### config.mk
export PLATFORM = sky130hd
export DESIGN_NAME = dmux_rr_arbiter
export DESIGN_NICKNAME = d
export VERILOG_FILES = /design/src/rtl/dmux_arb_pkg.sv /design/src/rtl/dmux_rr_pick.sv /design/src/rtl/dmux_rr_arbiter.sv
export SDC_FILE = /design/constraint.sdc
export NUM_CORES = 1
export LEC_CHECK = 0
export BUFFER_PORTS_ARGS = -buffer_cell sky130_fd_sc_hd__clkbuf_2
export CORE_AREA = 2 2 95 97
export DETAILED_ROUTE_END_ITERATION = 10
export DIE_AREA = 0 0 97 99
export PLACE_DENSITY = 0.44
export SLEW_MARGIN = 20
export SYNTH_ARGS = -nofsm -noshare
export SYNTH_HDL_FRONTEND = slang
export SYNTH_HIERARCHICAL = 1
export SYNTH_SLANG_ARGS = --single-unit
### constraint.sdc
create_clock -name clk_i -period 3.4 [get_ports clk_i]
set_input_delay 0 -clock clk_i [delete_from_list [all_inputs] [get_ports clk_i]]
set_output_delay 0 -clock clk_i [all_outputs]
set_load 0.01 [all_outputs]
### src/rtl/dmux_arb_pkg.sv
// Shared types and the rotate-priority search used by the demux-bank arbiter.
// Latency: none (types and a combinational helper function only).
// Backpressure: not applicable; no state lives here.
package dmux_arb_pkg;

    localparam int NumReqDefault = 4;
    localparam int SelW          = 2;

    typedef logic [SelW-1:0] sel_t;
    typedef logic [1:0]      req_idx_t;

    // Result of a rotate-priority search: winning index plus a found flag.
    typedef struct packed {
        logic     found;
        req_idx_t idx;
    } pick_t;

    // IDLE: no owner. LOCK: an owner holds the grant for its burst.
    typedef enum logic {
        ST_IDLE = 1'b0,
        ST_LOCK = 1'b1
    } arb_state_e;

    // First valid requester at or after ptr, wrapping 3->0.
    // The loop walks from the farthest candidate back to ptr so that
    // the closest valid candidate is the last assignment and wins.
    function automatic pick_t rr_pick(input logic [NumReqDefault-1:0] valid,
                                      input req_idx_t                 ptr);
        pick_t    res;
        req_idx_t cand;
        res.found = 1'b0;
        res.idx   = ptr;
        for (int k = NumReqDefault - 1; k >= 0; k--) begin
            cand = ptr + req_idx_t'(k);
            if (valid[cand]) begin
                res.found = 1'b1;
                res.idx   = cand;
            end
        end
        return res;
    endfunction

endpackage

### src/rtl/dmux_rr_pick.sv
// Rotate-priority encoder: picks the first valid requester starting at ptr.
// Latency: purely combinational, zero cycles.
// Backpressure: none; the caller decides whether the pick is used.
// Ports:
//   valid - per-requester valid vector
//   ptr   - index searched first
//   grant - one-hot of the winner, all zero when nothing is valid
//   idx   - winner index (equals ptr when nothing is valid)
//   found - high when some requester is valid
module dmux_rr_pick
    import dmux_arb_pkg::*;
(
    input  logic [NumReqDefault-1:0] valid,
    input  req_idx_t                 ptr,
    output logic [NumReqDefault-1:0] grant,
    output req_idx_t                 idx,
    output logic                     found
);

    pick_t pick;

    always_comb begin
        pick  = rr_pick(valid, ptr);
        idx   = pick.idx;
        found = pick.found;
        grant = '0;
        if (pick.found) begin
            grant[pick.idx] = 1'b1;
        end
    end

endmodule

### src/rtl/dmux_rr_arbiter.sv
// Round-robin burst arbiter driving the select/value inputs of the 4-way demux register bank.
// Latency: handshake in cycle N -> sel_o/value_o/grant_id_o registered at N+1 (bank output at N+2).
// Backpressure: req_ready_o is combinational, one-hot or zero; with no beat the outputs hold.
// Ports:
//   clk_i, rst_ni               - clock, asynchronous active-low reset
//   req_valid_i/sel_i/data_i    - per-requester request (sel 0=A .. 3=D)
//   req_ready_o                 - per-requester ready, gated low while reset is asserted
//   sel_o, value_o, grant_id_o  - registered bank select, value and last accepted requester
//   busy_o                      - high while a burst owner holds the lock
// Optional (macro DMUX_ARB_STATS_EN): stats_clr_i clears, grant_cnt_o holds saturating
//   per-requester accepted-beat counters.
module dmux_rr_arbiter
    import dmux_arb_pkg::*;
#(
    parameter int Width    = 16,
    parameter int NumReq   = NumReqDefault,
    parameter int MaxBurst = 4
) (
    input  logic                         clk_i,
    input  logic                         rst_ni,
    input  logic [NumReq-1:0]            req_valid_i,
    input  logic [NumReq-1:0][SelW-1:0]  req_sel_i,
    input  logic [NumReq-1:0][Width-1:0] req_data_i,
    output logic [NumReq-1:0]            req_ready_o,
    output sel_t                         sel_o,
    output logic [Width-1:0]             value_o,
    output req_idx_t                     grant_id_o,
    output logic                         busy_o
`ifdef DMUX_ARB_STATS_EN
    ,
    input  logic                         stats_clr_i,
    output logic [NumReq-1:0][15:0]      grant_cnt_o
`endif
);

    // Burst counter only needs to reach MaxBurst (at most 15).
    localparam logic [3:0] MaxBurstC = 4'(MaxBurst);

    arb_state_e        state, state_d;
    req_idx_t          owner, owner_d;
    req_idx_t          ptr, ptr_d;
    logic [3:0]        cnt, cnt_d;

    logic              lock;
    req_idx_t          search_ptr;
    logic [NumReq-1:0] owner_oh;
    logic [NumReq-1:0] pick_grant;
    req_idx_t          pick_idx;
    logic              pick_found;
    req_idx_t          grant_idx;
    logic              grant_vld;

    // ------------------------------------------------------------------
    // Grant decision
    // ------------------------------------------------------------------
    always_comb begin
        owner_oh        = '0;
        owner_oh[owner] = 1'b1;
        lock            = (state == ST_LOCK) && req_valid_i[owner] && (cnt < MaxBurstC);
        // On release the search starts just past the old owner, which makes
        // it lowest priority and lets a new beat go out in the same cycle.
        search_ptr      = (state == ST_LOCK) ? owner + 2'd1 : ptr;
    end

    dmux_rr_pick u_pick (
        .valid (req_valid_i),
        .ptr   (search_ptr),
        .grant (pick_grant),
        .idx   (pick_idx),
        .found (pick_found)
    );

    always_comb begin
        // Ready is forced low during reset so an in-flight beat is never taken.
        req_ready_o = '0;
        if (rst_ni) begin
            req_ready_o = lock ? owner_oh : pick_grant;
        end
        grant_idx = lock ? owner : pick_idx;
        grant_vld = |req_ready_o;
    end

    // ------------------------------------------------------------------
    // Lock FSM: next state
    // ------------------------------------------------------------------
    always_comb begin
        state_d = state;
        owner_d = owner;
        cnt_d   = cnt;
        ptr_d   = ptr;
        if (lock) begin
            cnt_d = cnt + 4'd1;
        end else begin
            if (state == ST_LOCK) begin
                ptr_d = owner + 2'd1;
            end
            if (pick_found) begin
                state_d = ST_LOCK;
                owner_d = pick_idx;
                cnt_d   = 4'd1;
            end else begin
                state_d = ST_IDLE;
                cnt_d   = '0;
            end
        end
    end

    always_ff @(posedge clk_i or negedge rst_ni) begin
        if (!rst_ni) begin
            state <= ST_IDLE;
            owner <= '0;
            cnt   <= '0;
            ptr   <= '0;
        end else begin
            state <= state_d;
            owner <= owner_d;
            cnt   <= cnt_d;
            ptr   <= ptr_d;
        end
    end

    assign busy_o = (state == ST_LOCK);

    // ------------------------------------------------------------------
    // Bank-facing output registers. The bank has no write enable, so
    // holding these on idle cycles rewrites the same value harmlessly.
    // ------------------------------------------------------------------
    always_ff @(posedge clk_i or negedge rst_ni) begin
        if (!rst_ni) begin
            sel_o      <= '0;
            value_o    <= '0;
            grant_id_o <= '0;
        end else if (grant_vld) begin
            sel_o      <= req_sel_i[grant_idx];
            value_o    <= req_data_i[grant_idx];
            grant_id_o <= grant_idx;
        end
    end

`ifdef DMUX_ARB_STATS_EN
    // ------------------------------------------------------------------
    // Saturating per-requester beat counters; clear beats an increment.
    // ------------------------------------------------------------------
    logic [NumReq-1:0] beat;
    assign beat = req_valid_i & req_ready_o;

    always_ff @(posedge clk_i or negedge rst_ni) begin
        if (!rst_ni) begin
            grant_cnt_o <= '0;
        end else begin
            for (int i = 0; i < NumReq; i++) begin
                if (stats_clr_i) begin
                    grant_cnt_o[i] <= '0;
                end else if (beat[i] && (grant_cnt_o[i] != 16'hFFFF)) begin
                    grant_cnt_o[i] <= grant_cnt_o[i] + 16'd1;
                end
            end
        end
    end
`endif

endmodule

==> results by group <==
Synth
  – Area contributors post-synth: dfrtp_1 (35%), mux2i_1 (21%), o221ai_2 (6.5%), nand2_1 (4.0%), o221ai_1 (3.8%)
  – Leading area contributor after synthesis: dfrtp_1
  – Cells after Synth: 195
  – Mapped Nets: 278
  – Synth Cell Area: 2080 µm²
  – Netlist cell types: 37
  – EDFF count, synth: 0
  – Post-synthesis sequential area ratio: 34.9%
  – Synth Warn #: 6
  – Ys flop type: dfrtp_1
  – Post-synth ARST share: 100%
  – Mean post-synth cell area: 10.7 µm²
  – Synth Register Bits: 29
  – Top cell type's share of synthesized area: 34.9%

Final layout
  – Area growth syn-to-layout: 34.0%
  – Antenna diodes: 0
  – Leading cell type in the layout, fill and taps excluded: clkbuf_2
  – Final net count: 379
  – Filler cells: 905
  – Most frequent cells in the layout: clkbuf_2 (102), mux2i_1 (44), dfrtp_1 (29)
  – FF+latch area: 726 µm²
  – Share of layout cells above drive strength 1: 47.1%
  – Area of the multi-input gates: 1240 µm²

Die
  – Die ar.: 9600 µm²
  – Die width: 97 µm
  – Initial core utilization: 24.3%
  – Height of the die: 99 µm
  – # IOs: 103
  – Area of the core: 8550 µm²
  – Row count: 34

Setup path
  – CP Launch Type: flip-flop
  – Reg2reg start: owner[0]
  – Flop-to-flop setup slack: 0.35 ns
  – Worst reg2reg path endpoint: value_o[3]
  – Worst Setup SP: owner[0]
  – CP endpoint: value_o[3]
  – Critical path type: reg -> reg
  – CP arrival: 3.18 ns
  – Critical Path Fanout Max: 37
  – Worst EP required: 3.53 ns
  – Reg2Reg Depth: 11
  – Crit end category: flip-flop

Drt
  – Router iterations before antenna repair: 4
  – Routed length per instance: 14.1 µm
  – Vias per Instance: 4.63
  – DRC: 0
  – Drt total wl: 5.73 mm
  – DRC marker count from the first detailed-route iteration: 43
  – Post-DRT Antenna Nets: 0
  – Routed vias: 1876

Clock network
  – Hold-fix buffers, CTS: 1
  – Root buffer cell: clkbuf_8
  – Clk_lat worst skew: 0.27 ns
  – Resize count post-CTS: 0
  – H-tree depth: 2
  – Clock sink total: 29
  – Total CTS buffers: 5
  – CTS tree: built
  – Post-CTS Repair Setup Buffers: 0
  – Clk buf depth: 2
  – Clock-pin slew on the worst setup and hold paths: 0.07 ns

GRT
  – Total GRT Usage: 11.8%
  – Grt ovf: 0
  – First-pass GRT wire length: 9.33 mm
  – Initial antenna violation count: 0
  – Vias in the first global route: 1934
  – Pin count of the biggest net entering global routing: 38

Placement
  – Port Buf Inserts: 102
  – Routability-driven placement congestion ratio: 0.762
  – Final HPWL from detailed placement: 4.41 mm

Run
  – Max_cap viols: 0

STA
  – Achievable Freq: 0.328 GHz
  – Clk_skew: 0.00602 ns
  – Max-slew violations: 0
  – Fin crit share: 89.7%
  – Min Tclk post-route: 3.05 ns
  – Setup TNS: 0 ns
  – Hold Vio Cnt, Final: 0
  – RSZ-0062 raised after global routing: no
  – Endpoints failing setup: 0

Pwr
  – Tot Pwr: 0.00255 W
  – Maximum vdd ir drop: 0.350 mV
  – PD cells: 915 nW/µm²
  – Pleak: 1.47 nW

Status
  – Outcome: finished, final reports clean

Hold path
  – Min-delay worst type: in -> reg
==> Yosys cell counts, types with 4 or more instances <==
master     n
a21oi_1    5
buf_2      5
buf_6      4
dfrtp_1   29
ha_1       5
inv_1      7
mux2_2     6
mux2i_1   44
nand2_1   22
nand2b_1   4
nor2_1     6
nor2b_1    5
o21ai_0    4
o221ai_1   9
o221ai_2   9
==> cell type report <==
class | count | share of cell area [%]
Clock buffer | 6 | 2.61
Clock inverter | 2 | 0.360
Inverter | 8 | 1.08
Multi-Input combinational cell | 144 | 44.5
Sequential cell | 29 | 26.1
Tap cell | 108 | 4.85
Timing Repair Buffer | 108 | 20.5
==> registers in the layout, indices dropped and copies added, names as in the netlist <==
name        count
ptr             2
cnt             4
busy_o          1
grant_id_o      2
owner           2
value_o        16
sel_o           2
==> how the worst min path moves through the flow <==
| stage | depth (start not counted) | to | slack (ns) | startpoint |
|---|---|---|---|---|
| floorplan | 0 | busy_o | -0.30 | rst_ni |
| global placement | 2 | value_o[15] | 0.16 | rst_ni |
| detailed placement | 2 | value_o[15] | 0.17 | rst_ni |
| CTS | 3 | value_o[6] | 0.04 | req_data_i[54] |
| global route | 3 | value_o[11] | 0.06 | req_data_i[43] |
| finish | 3 | value_o[6] | 0.05 | req_data_i[54] |
==> power by group <==
group	switching [W]	leakage (nW)	internal, W
Clock	0.000132	0.0450	0.000142
Sequential	0.0000970	0.353	0.000506
Combinational	0.000898	1.07	0.000771
Total	0.00113	1.47	0.00142
==> per-layer routing <==
| layer | routed length [µm] | GRT usage, % | vias up | share of wire [%] |
|---|---|---|---|---|
| li1 | - | - | 926 | - |
| met1 | 2510 | 15.0 | 889 | 44 |
| met2 | 2890 | 20.4 | 59 | 50 |
| met3 | 291 | 2.70 | 2 | 5.1 |
| met4 | 35 | 2.93 | 0 | 0.61 |
| met5 | 0 | 0 | - | 0 |
==> stage by stage <==
stage               utilization (%)  setup slack [ns]  instances  hold slack, ns  area [µm²]
floorplan                         -             0.520        195          -0.296        2080
global placement               31.5             0.306        396           0.164        2690
detailed placement             31.5             0.337        396           0.174        2690
CTS                            32.6             0.325        405          0.0410        2780
global route                   32.6             0.103        405          0.0613        2780
finish                         32.6             0.351        405          0.0462        2780
==> critical path: stages (launching register included) <==
cell and delay, ns:
dfrtp_1 0.51, inv_1 0.15, ha_1 0.31, mux2_2 0.36
inv_2 0.11, nor3_1 0.05, o32a_1 0.42, o21ai_0 0.17
o2bb2ai_4 0.16, buf_12 0.26, mux2i_1 0.24, o221ai_1 0.14
==> cell families (layout without fill, tap and decap cells) <==
| logic type | after synthesis | in the layout | share of synthesized area, % |
|---|---|---|---|
| multiplexers | 52 | 52 | 26.3 |
| other | 1 | 1 | 0.181 |
| buffers and inverters | 22 | 124 | 6.26 |
| AND/OR/NAND/NOR | 46 | 46 | 11.1 |
| AO/OA/AOI/OAI | 40 | 40 | 18.3 |
| adder cells (fa/ha/maj) | 5 | 5 | 3.01 |
| flip-flops | 29 | 29 | 34.9 |
Note: power is estimated with default switching activity, not from simulation.
